--- config.mk ---
export PLATFORM = sky130hd
export DESIGN_NAME = fp_prealign_pipe_flat
export DESIGN_NICKNAME = d
export VERILOG_FILES = /design/src/rtl/fp_pkg.sv /design/src/rtl/fp_prealign_pipe_if.sv /design/src/rtl/fp_classify.sv /design/src/rtl/fp_prealign_pipe.sv /design/src/flat_wrapper.sv
export SDC_FILE = /design/constraint.sdc
export NUM_CORES = 1
export LEC_CHECK = 0
export CAP_MARGIN = 30
export CORE_UTILIZATION = 59
export CTS_CLUSTER_DIAMETER = 40
export DETAILED_ROUTE_END_ITERATION = 10
export PLACE_DENSITY = 0.86
export SLEW_MARGIN = 15
export SYNTH_ARGS = -nofsm -noshare
export SYNTH_HDL_FRONTEND = slang
export SYNTH_HIERARCHICAL = 1
export SYNTH_SLANG_ARGS = --single-unit
--- constraint.sdc ---
create_clock -name clk -period 4.5 [get_ports clk]
set_input_delay 1.125 -clock clk [delete_from_list [all_inputs] [get_ports clk]]
set_output_delay 1.125 -clock clk [all_outputs]
set_load 0.01 [all_outputs]
--- src/rtl/fp_pkg.sv ---
// -----------------------------------------------------------------------------
// fp_pkg
// Shared definitions for the floating-point pre-alignment pipeline:
//   - default field widths (exponent, stored fraction, shift amount)
//   - bit positions inside the 5-bit exception vector
//   - per-operand classification flags produced by fp_classify
// -----------------------------------------------------------------------------
package fp_pkg;

  localparam int DEF_EXP_W = 8;
  localparam int DEF_MAN_W = 23;
  localparam int DEF_SH_W  = 5;

  // Exception vector layout: {any, aNaN, bNaN, aInf, bInf}
  localparam int EXC_W    = 5;
  localparam int EXC_ANY  = 4;
  localparam int EXC_ANAN = 3;
  localparam int EXC_BNAN = 2;
  localparam int EXC_AINF = 1;
  localparam int EXC_BINF = 0;

  typedef struct packed {
    logic nan;
    logic inf;
    logic zero;
  } fp_class_t;

endpackage

--- src/rtl/fp_prealign_pipe_if.sv ---
// -----------------------------------------------------------------------------
// fp_prealign_pipe_if
// Handshake + data bundle for fp_prealign_pipe.
//   Input side : in_valid, in_ready, a, b, op (0=add, 1=sub)
//   Output side: out_valid, out_ready, sign_l, eff_sub, swap, exp_l,
//                man_l, man_s, shift, exc, zero_a, zero_b, exc_cnt
// Modports: slave = the pipeline, master = whoever feeds and drains it.
// -----------------------------------------------------------------------------
interface fp_prealign_pipe_if
  import fp_pkg::*;
#(
  parameter int EXP_W = DEF_EXP_W,
  parameter int MAN_W = DEF_MAN_W,
  parameter int SH_W  = DEF_SH_W
);
  localparam int W = 1 + EXP_W + MAN_W;

  logic             in_valid;
  logic             in_ready;
  logic [W-1:0]     a;
  logic [W-1:0]     b;
  logic             op;

  logic             out_valid;
  logic             out_ready;
  logic             sign_l;
  logic             eff_sub;
  logic             swap;
  logic [EXP_W-1:0] exp_l;
  logic [MAN_W:0]   man_l;
  logic [MAN_W:0]   man_s;
  logic [SH_W-1:0]  shift;
  logic [EXC_W-1:0] exc;
  logic             zero_a;
  logic             zero_b;
  logic [15:0]      exc_cnt;

  modport slave (
    input  in_valid, a, b, op, out_ready,
    output in_ready, out_valid, sign_l, eff_sub, swap, exp_l,
           man_l, man_s, shift, exc, zero_a, zero_b, exc_cnt
  );

  modport master (
    output in_valid, a, b, op, out_ready,
    input  in_ready, out_valid, sign_l, eff_sub, swap, exp_l,
           man_l, man_s, shift, exc, zero_a, zero_b, exc_cnt
  );

endinterface

--- src/rtl/fp_classify.sv ---
// -----------------------------------------------------------------------------
// fp_classify
// Combinational decode of one IEEE-style operand.
//   x       : packed operand {sign, exponent, fraction}
//   sign    : sign bit
//   exp_eff : effective biased exponent used for ordering/shift
//   man     : significand with hidden bit
//   cls     : NaN / Inf / zero flags
// Build option FP_PREALIGN_DENORM_EN: when defined, denormals keep their
// fraction with exponent 1 and hidden bit 0; otherwise they flush to a
// signed zero (zero flag set, exponent and significand 0).
// -----------------------------------------------------------------------------
module fp_classify
  import fp_pkg::*;
#(
  parameter int EXP_W = DEF_EXP_W,
  parameter int MAN_W = DEF_MAN_W
) (
  input  logic [EXP_W+MAN_W:0] x,
  output logic                 sign,
  output logic [EXP_W-1:0]     exp_eff,
  output logic [MAN_W:0]       man,
  output fp_class_t            cls
);

  logic [EXP_W-1:0] e;
  logic [MAN_W-1:0] f;
  logic             e_ones;
  logic             f_zero;

  assign sign   = x[EXP_W+MAN_W];
  assign e      = x[EXP_W+MAN_W-1:MAN_W];
  assign f      = x[MAN_W-1:0];
  assign e_ones = &e;
  assign f_zero = ~|f;

  // NOTE: every output gets a default first so no path can infer a latch.
  always_comb begin
    cls.nan  = e_ones & ~f_zero;
    cls.inf  = e_ones &  f_zero;
    cls.zero = 1'b0;
    exp_eff  = e;
    man      = {1'b1, f};
    if (~|e) begin
`ifdef FP_PREALIGN_DENORM_EN
      // True zero stays at exponent 0; a denormal sits at exponent 1
      // with no hidden bit, which makes it directly comparable to normals.
      cls.zero = f_zero;
      exp_eff  = f_zero ? '0 : EXP_W'(1);
      man      = {1'b0, f};
`else
      cls.zero = 1'b1;
      exp_eff  = '0;
      man      = '0;
`endif
    end
  end

endmodule

--- src/rtl/fp_prealign_pipe.sv ---
// -----------------------------------------------------------------------------
// fp_prealign_pipe
// Two-stage pre-alignment front end of an FP adder.
//   S1 (classify): decode both operands, register them together with both
//                  exponent differences computed at EXP_W+1 bits.
//   S2 (order/shift): pick the larger magnitude, produce the saturated
//                  alignment shift and exception flags, hold while stalled.
// Ports: clk, rst_n (async, active-low), bus (fp_prealign_pipe_if.slave).
// exc_cnt counts exceptional results as they leave S2 (saturating).
// Build option FP_PREALIGN_DENORM_EN selects denormal handling (fp_classify).
// -----------------------------------------------------------------------------
module fp_prealign_pipe
  import fp_pkg::*;
#(
  parameter int EXP_W = DEF_EXP_W,
  parameter int MAN_W = DEF_MAN_W,
  parameter int SH_W  = DEF_SH_W
) (
  input logic               clk,
  input logic               rst_n,
  fp_prealign_pipe_if.slave bus
);

  localparam int DW = EXP_W + 1;
  localparam logic [DW-1:0] SHIFT_MAX = DW'(MAN_W + 3);

  // Operand decode
  logic             sa_c, sb_c;
  logic [EXP_W-1:0] ea_c, eb_c;
  logic [MAN_W:0]   ma_c, mb_c;
  fp_class_t        ca_c, cb_c;

  fp_classify #(.EXP_W(EXP_W), .MAN_W(MAN_W)) u_cls_a (
    .x(bus.a), .sign(sa_c), .exp_eff(ea_c), .man(ma_c), .cls(ca_c)
  );
  fp_classify #(.EXP_W(EXP_W), .MAN_W(MAN_W)) u_cls_b (
    .x(bus.b), .sign(sb_c), .exp_eff(eb_c), .man(mb_c), .cls(cb_c)
  );

  // Stage 1 registers
  logic             s1_valid;
  logic             s1_op, s1_sa, s1_sb;
  logic [EXP_W-1:0] s1_ea, s1_eb;
  logic [MAN_W:0]   s1_ma, s1_mb;
  fp_class_t        s1_ca, s1_cb;
  logic [DW-1:0]    s1_dab, s1_dba;

  // S2 may take a new result when it is empty or its result leaves this cycle.
  logic s2_advance;
  assign s2_advance   = ~bus.out_valid | bus.out_ready;
  assign bus.in_ready = ~s1_valid | s2_advance;

  // NOTE: sequential state uses non-blocking assignments so every register
  // samples pre-edge values regardless of block ordering.
  always_ff @(posedge clk or negedge rst_n) begin
    if (!rst_n) begin
      // NOTE: data registers are cleared as well as the valid bit, so a
      // reset pipeline shows all-zero contents rather than stale operands.
      s1_valid <= 1'b0;
      s1_op    <= 1'b0;
      s1_sa    <= 1'b0;
      s1_sb    <= 1'b0;
      s1_ea    <= '0;
      s1_eb    <= '0;
      s1_ma    <= '0;
      s1_mb    <= '0;
      s1_ca    <= '0;
      s1_cb    <= '0;
      s1_dab   <= '0;
      s1_dba   <= '0;
    end else if (bus.in_ready) begin
      s1_valid <= bus.in_valid;
      if (bus.in_valid) begin
        s1_op  <= bus.op;
        s1_sa  <= sa_c;
        s1_sb  <= sb_c;
        s1_ea  <= ea_c;
        s1_eb  <= eb_c;
        s1_ma  <= ma_c;
        s1_mb  <= mb_c;
        s1_ca  <= ca_c;
        s1_cb  <= cb_c;
        // One extra bit so the full exponent range cannot wrap.
        s1_dab <= {1'b0, ea_c} - {1'b0, eb_c};
        s1_dba <= {1'b0, eb_c} - {1'b0, ea_c};
      end
    end
  end

  // Stage 2 combinational ordering
  logic             swap_c;
  logic [DW-1:0]    dist_c;
  logic [SH_W-1:0]  shift_c;
  logic [EXC_W-1:0] exc_c;

  always_comb begin
    // Exponent is the more significant field, so one wide compare orders
    // by exponent first and fraction second; equality leaves swap at 0.
    swap_c  = {s1_eb, s1_mb} > {s1_ea, s1_ma};
    // The difference taken as larger-minus-smaller is never negative.
    dist_c  = swap_c ? s1_dba : s1_dab;
    shift_c = (dist_c > SHIFT_MAX) ? SH_W'(SHIFT_MAX) : SH_W'(dist_c);
    exc_c           = '0;
    exc_c[EXC_ANAN] = s1_ca.nan;
    exc_c[EXC_BNAN] = s1_cb.nan;
    exc_c[EXC_AINF] = s1_ca.inf;
    exc_c[EXC_BINF] = s1_cb.inf;
    exc_c[EXC_ANY]  = s1_ca.nan | s1_cb.nan | s1_ca.inf | s1_cb.inf;
  end

  always_ff @(posedge clk or negedge rst_n) begin
    if (!rst_n) begin
      bus.out_valid <= 1'b0;
      bus.sign_l    <= 1'b0;
      bus.eff_sub   <= 1'b0;
      bus.swap      <= 1'b0;
      bus.exp_l     <= '0;
      bus.man_l     <= '0;
      bus.man_s     <= '0;
      bus.shift     <= '0;
      bus.exc       <= '0;
      bus.zero_a    <= 1'b0;
      bus.zero_b    <= 1'b0;
      bus.exc_cnt   <= '0;
    end else begin
      if (s2_advance) begin
        bus.out_valid <= s1_valid;
        if (s1_valid) begin
          bus.swap    <= swap_c;
          // A subtracted b contributes with its sign flipped.
          bus.sign_l  <= swap_c ? (s1_sb ^ s1_op) : s1_sa;
          bus.eff_sub <= s1_op ^ s1_sa ^ s1_sb;
          bus.exp_l   <= swap_c ? s1_eb : s1_ea;
          bus.man_l   <= swap_c ? s1_mb : s1_ma;
          bus.man_s   <= swap_c ? s1_ma : s1_mb;
          bus.shift   <= shift_c;
          bus.exc     <= exc_c;
          bus.zero_a  <= s1_ca.zero;
          bus.zero_b  <= s1_cb.zero;
        end
      end
      if (bus.out_valid && bus.out_ready && bus.exc[EXC_ANY] && !(&bus.exc_cnt)) begin
        bus.exc_cnt <= bus.exc_cnt + 16'd1;
      end
    end
  end

endmodule

--- src/flat_wrapper.sv ---
// flat-port wrapper written by rule: the top's interface ports become plain ports
module fp_prealign_pipe_flat import fp_pkg::*;
#(
  parameter int EXP_W = DEF_EXP_W,
  parameter int MAN_W = DEF_MAN_W,
  parameter int SH_W  = DEF_SH_W
)
  (clk, rst_n, bus_in_valid, bus_a, bus_b, bus_op, bus_out_ready, bus_in_ready, bus_out_valid, bus_sign_l, bus_eff_sub, bus_swap, bus_exp_l, bus_man_l, bus_man_s, bus_shift, bus_exc, bus_zero_a, bus_zero_b, bus_exc_cnt);
  fp_prealign_pipe_if #(.EXP_W(EXP_W), .MAN_W(MAN_W), .SH_W(SH_W)) bus_i ();
  input logic clk;
  input logic rst_n;
  input wire logic [$bits(bus_i.in_valid)-1:0] bus_in_valid;
  input wire logic [$bits(bus_i.a)-1:0] bus_a;
  input wire logic [$bits(bus_i.b)-1:0] bus_b;
  input wire logic [$bits(bus_i.op)-1:0] bus_op;
  input wire logic [$bits(bus_i.out_ready)-1:0] bus_out_ready;
  output wire logic [$bits(bus_i.in_ready)-1:0] bus_in_ready;
  output wire logic [$bits(bus_i.out_valid)-1:0] bus_out_valid;
  output wire logic [$bits(bus_i.sign_l)-1:0] bus_sign_l;
  output wire logic [$bits(bus_i.eff_sub)-1:0] bus_eff_sub;
  output wire logic [$bits(bus_i.swap)-1:0] bus_swap;
  output wire logic [$bits(bus_i.exp_l)-1:0] bus_exp_l;
  output wire logic [$bits(bus_i.man_l)-1:0] bus_man_l;
  output wire logic [$bits(bus_i.man_s)-1:0] bus_man_s;
  output wire logic [$bits(bus_i.shift)-1:0] bus_shift;
  output wire logic [$bits(bus_i.exc)-1:0] bus_exc;
  output wire logic [$bits(bus_i.zero_a)-1:0] bus_zero_a;
  output wire logic [$bits(bus_i.zero_b)-1:0] bus_zero_b;
  output wire logic [$bits(bus_i.exc_cnt)-1:0] bus_exc_cnt;
  assign bus_i.in_valid = bus_in_valid;
  assign bus_i.a = bus_a;
  assign bus_i.b = bus_b;
  assign bus_i.op = bus_op;
  assign bus_i.out_ready = bus_out_ready;
  assign bus_in_ready = bus_i.in_ready;
  assign bus_out_valid = bus_i.out_valid;
  assign bus_sign_l = bus_i.sign_l;
  assign bus_eff_sub = bus_i.eff_sub;
  assign bus_swap = bus_i.swap;
  assign bus_exp_l = bus_i.exp_l;
  assign bus_man_l = bus_i.man_l;
  assign bus_man_s = bus_i.man_s;
  assign bus_shift = bus_i.shift;
  assign bus_exc = bus_i.exc;
  assign bus_zero_a = bus_i.zero_a;
  assign bus_zero_b = bus_i.zero_b;
  assign bus_exc_cnt = bus_i.exc_cnt;
  fp_prealign_pipe #(.EXP_W(EXP_W), .MAN_W(MAN_W), .SH_W(SH_W)) u_core (.clk(clk), .rst_n(rst_n), .bus(bus_i));
endmodule
==> summary.md <==
| Metric | Value |
|---|---|
| Outcome | `finished clean` |
| Tot GR Track Use | `33.4%` |
| # nets final | `approximately 1300` |
| Hold/Removal Path Class | `in2async` |
| Achievable Freq | `278 MHz` |
| Register area | `4480 um^2` |
| Sequential-to-total area share from yosys stat | `45.8%` |
| Pre-CTS setup slack | `0.911 ns` |
| Post-synth ARST share | `between 90% and 100%` |
| Syn_area_per_cell | `9.60 um^2` |
| Worst Tran Pin Value | `approximately 0.95 ns` |
| Crit-path max FO | `5` |
| First-pass GRT wire length | `43.4 mm` |
| RSZ-0062 raised after global routing | `no` |
| IO Port Bufs | `between 150 and 200` |
| P&R area growth vs syn | `23.2%` |
| Hold Worst Slack | `0.479 ns` |
| Starting density of the core | `61.1%` |
| Post-Synth XOR/XNOR Area | `1.61%` |
| Top_reg_cell synth | `dfrtp_1` |
| H-tree depth | `4` |
| CTS resizes | `0` |
| Largest net degree at the start of global routing | `96` |
| Chip height | `about 130 um` |
| # hold bufs at CTS | `0` |
| Clock power frac | `28.4%` |
| Clock Skew | `just over 0.009 ns` |
| EDFF count, synth | `0` |
| Simple-Gate Fraction of Synth Area | `16.8%` |
| Combinational family with the most area after synthesis | `simple AND/OR/NAND/NOR gates` |
| Die width | `131 um` |
| Clk pin slew, worst setup/hold paths | `0.07 ns` |
| Initial antenna violation count | `1` |
| Int Pwr | `3.57 mW` |
| Most frequent cells in the layout | `dfrtp_1 (179), clkdlybuf4s50_1 (156), o21ai_0 (91)` |
| Synthesized instance count | `between 1000 and 1500` |
| Synth Area in Adders | `6.68%` |
| Worst path required time | `3.38 ns` |
| Layout fillers | `1131` |
| Peak VDD IR | `0.000348 V` |
| I/O pin cnt | `158` |
| Relative slew slack | `36.4%` |
| Mapped cell area | `9770 um^2` |
| Detailed Routing Iterations Pass 1 | `6` |
| WL final | `27.4 mm` |
| Synthesis Warnings | `6` |
| Synth Area in Compound Gates | `about 16%` |
| Most common cell after layout, fill and taps aside | `dfrtp_1` |
| Min Tclk post-route | `3.59 ns` |
| Multi-input gate area | `4750 um^2` |
| Multiplexer share of the synthesized area | `6.68%` |
| Top cells by area, synth | `dfrtp_1 (46%), mux2_2 (6.7%), ha_1 (6.3%), o21ai_0 (4.7%), a21oi_1 (3.8%)` |
| Setup Crit Path Kind | `in2out` |
| Vias in the first global route | `8498` |
| Core area | `around 16000 um^2` |
| DRT antenna net count | `0` |
| Remaining Overflow, GRT | `0` |
| RD Place Congestion | `~0.93` |
| Fin. Hold Viols | `0` |
| Max-slew violation count | `0` |
| Switching share of power | `32.5%` |
| Clock Tree Root | `clkbuf_16` |
| Seq cells post-synth | `179` |
| Vias per cell | `approximately 6.3` |
| Power per cell area | `440 nW/um^2` |
| Final setup fails | `0` |
| Switch Pwr | `1.72 mW` |
| # rows | `46` |
| Wire per inst | `just over 20 um` |
| CTS tree | `yes` |
| Element type at the critical path end | `primary output` |
| Combinational share of power | `30.7%` |
| CP startpoint kind | `input pin` |
| Setup Buffers After CTS | `0` |
| Setup WS post-layout | `~0.91 ns` |
| TritonCTS buffer count | `17` |
| LEAKAGE | `5.18 nW` |
| DRC Markers | `0` |
| Syn Nets | `between 1000 and 1500` |
| Max Root-Sink Buffers | `2` |
| Post-DP HPWL | `18.4 mm` |
| Worst R2R Setup Slack | `1.37 ns` |
| Die ar. | `~17000 um^2` |
| Synth unique cells | `58` |
| Layout cells sized above 1 | `14.9%` |
| Fin Setup TNS | `0 ns` |
| Fin crit share | `79.8%` |
| Worst-skew pair later-pin latency | `between 0.4 and 0.5 ns` |
| Post-synth top area share | `between 40% and 50%` |
| Clk sinks | `179` |
| Worst Path Arrival | `2.47 ns` |
| Drt first-iter violations | `641` |
| Final Util | `75.2%` |
| Max-cap viol count | `0` |
| Sequential Power Share | `roughly two fifths` |
| Yosys top cell by area | `dfrtp_1` |
| Total number of vias | `roughly 8500` |
-- sequential cells by signal, summed over array words and instances (netlist names), 4 cells and up --
name,flops
u_core/s1_mb,24
u_core/bus.exp_l,8
u_core/exc_c,4
u_core/bus.man_l,24
u_core/s1_dab,9
u_core/bus.shift,5
u_core/s1_eb,8
u_core/bus.exc,5
u_core/bus.man_s,24
u_core/s1_ma,24
u_core/bus.exc_cnt,16
u_core/s1_dba,8
u_core/s1_ea,8
-- cells in the mapped netlist (all sizes together), types with 2 or more instances --
| cell | count |
|---|---|
| mux2 | 58 |
| or2 | 5 |
| and4 | 5 |
| nor2b | 8 |
| nor3b | 5 |
| o41ai | 2 |
| nor2 | 75 |
| o311ai | 4 |
| nor4b | 2 |
| inv | 57 |
| dlygate4sd3 | 2 |
| o211ai | 3 |
| nor3 | 9 |
| xor2 | 10 |
| o21a | 8 |
| o31ai | 10 |
| nand4 | 16 |
| a21boi | 4 |
| a21oi | 76 |
| nand2 | 87 |
| nor4 | 21 |
| buf | 16 |
| nand4b | 2 |
| fa | 2 |
| or4 | 2 |
| nand2b | 3 |
| ha | 49 |
| o21ai | 94 |
| xnor2 | 8 |
| and3 | 4 |
| nand3b | 2 |
| clkbuf | 60 |
| a31oi | 58 |
| o31a | 3 |
| nand3 | 8 |
| a211oi | 6 |
| and2 | 47 |
| dfrtp | 179 |
-- power by group through the flow --
stage	combinational (mW)	clock [mW]	sequential, mW
floorplan	0.761	0	2.20
global placement	1.50	0	2.17
detailed placement	1.56	0	2.18
CTS	1.58	1.52	2.16
global route	1.76	1.59	2.19
finish	1.62	1.51	2.17
-- logic make-up (layout without fill, tap and decap cells) --
family / Yosys count / count (layout)
adders and majority gates: 51 / 51
and+or+nand+nor: 302 / 302
xor gates and xnor gates: 18 / 18
muxes: 58 / 58
AOI/OAI and AO/OA: 275 / 275
other: 0 / 1
buffers and inverters: 135 / 259
DFF: 179 / 179
-- final cells by class --
cell class / count / share of cell area, %
Antenna cell: 1 / 0.0208
Clock buffer: 18 / 3.57
Clock inverter: 13 / 1.35
Inverter: 57 / 1.78
Multi-Input combinational cell: 704 / 39.4
Sequential cell: 179 / 37.2
Tap cell: 216 / 2.25
Timing Repair Buffer: 171 / 14.4
-- path summary, 6_finish.rpt --
check / startpoint / cells past startpoint / to
setup / recovery: bus_out_ready / 3 / bus_in_ready
hold / removal: rst_n / 1 / u_core/s1_dab[3]$_DFFE_PN0P_
setup reg to reg: u_core/s1_ma[21]$_DFFE_PN0P_ / 9 / u_core/bus.shift[3]$_DFFE_PN0P_
hold reg to reg: u_core/s1_ca[0]$_DFFE_PN0P_ / 2 / u_core/bus.zero_a$_DFFE_PN0P_
max in group asynchronous: rst_n / 3 / u_core/s1_ma[18]$_DFFE_PN0P_
min in group clk: u_core/s1_ca[0]$_DFFE_PN0P_ / 2 / u_core/bus.zero_a$_DFFE_PN0P_
-- per-stage QoR --
step / power (mW) / cell area [um^2] / cells
4_1_cts: 5.26 / 12000 / 1356
3_5_place_dp: 3.74 / 11400 / 1325
5_1_grt: 5.55 / 12000 / 1358
6_report: 5.29 / 12000 / 1359
3_3_place_gp: 3.67 / 11400 / 1325
2_1_floorplan: 2.96 / 9770 / 1018
-- layer usage --
layer	vias up	global-route usage, %	wire [um]
met5	-	0	0
met3	79	5.17	2090
met2	486	54.7	13400
met4	0	13.5	777
li1	3797	-	-
met1	4164	44.7	11100
-- worst max-delay path, stage by stage --
cell and delay, ns:
clkdlybuf4s50_1 0.50, nand3b_1 0.25, clkdlybuf4s50_1 0.59
Power figures use the tool's default switching activity.
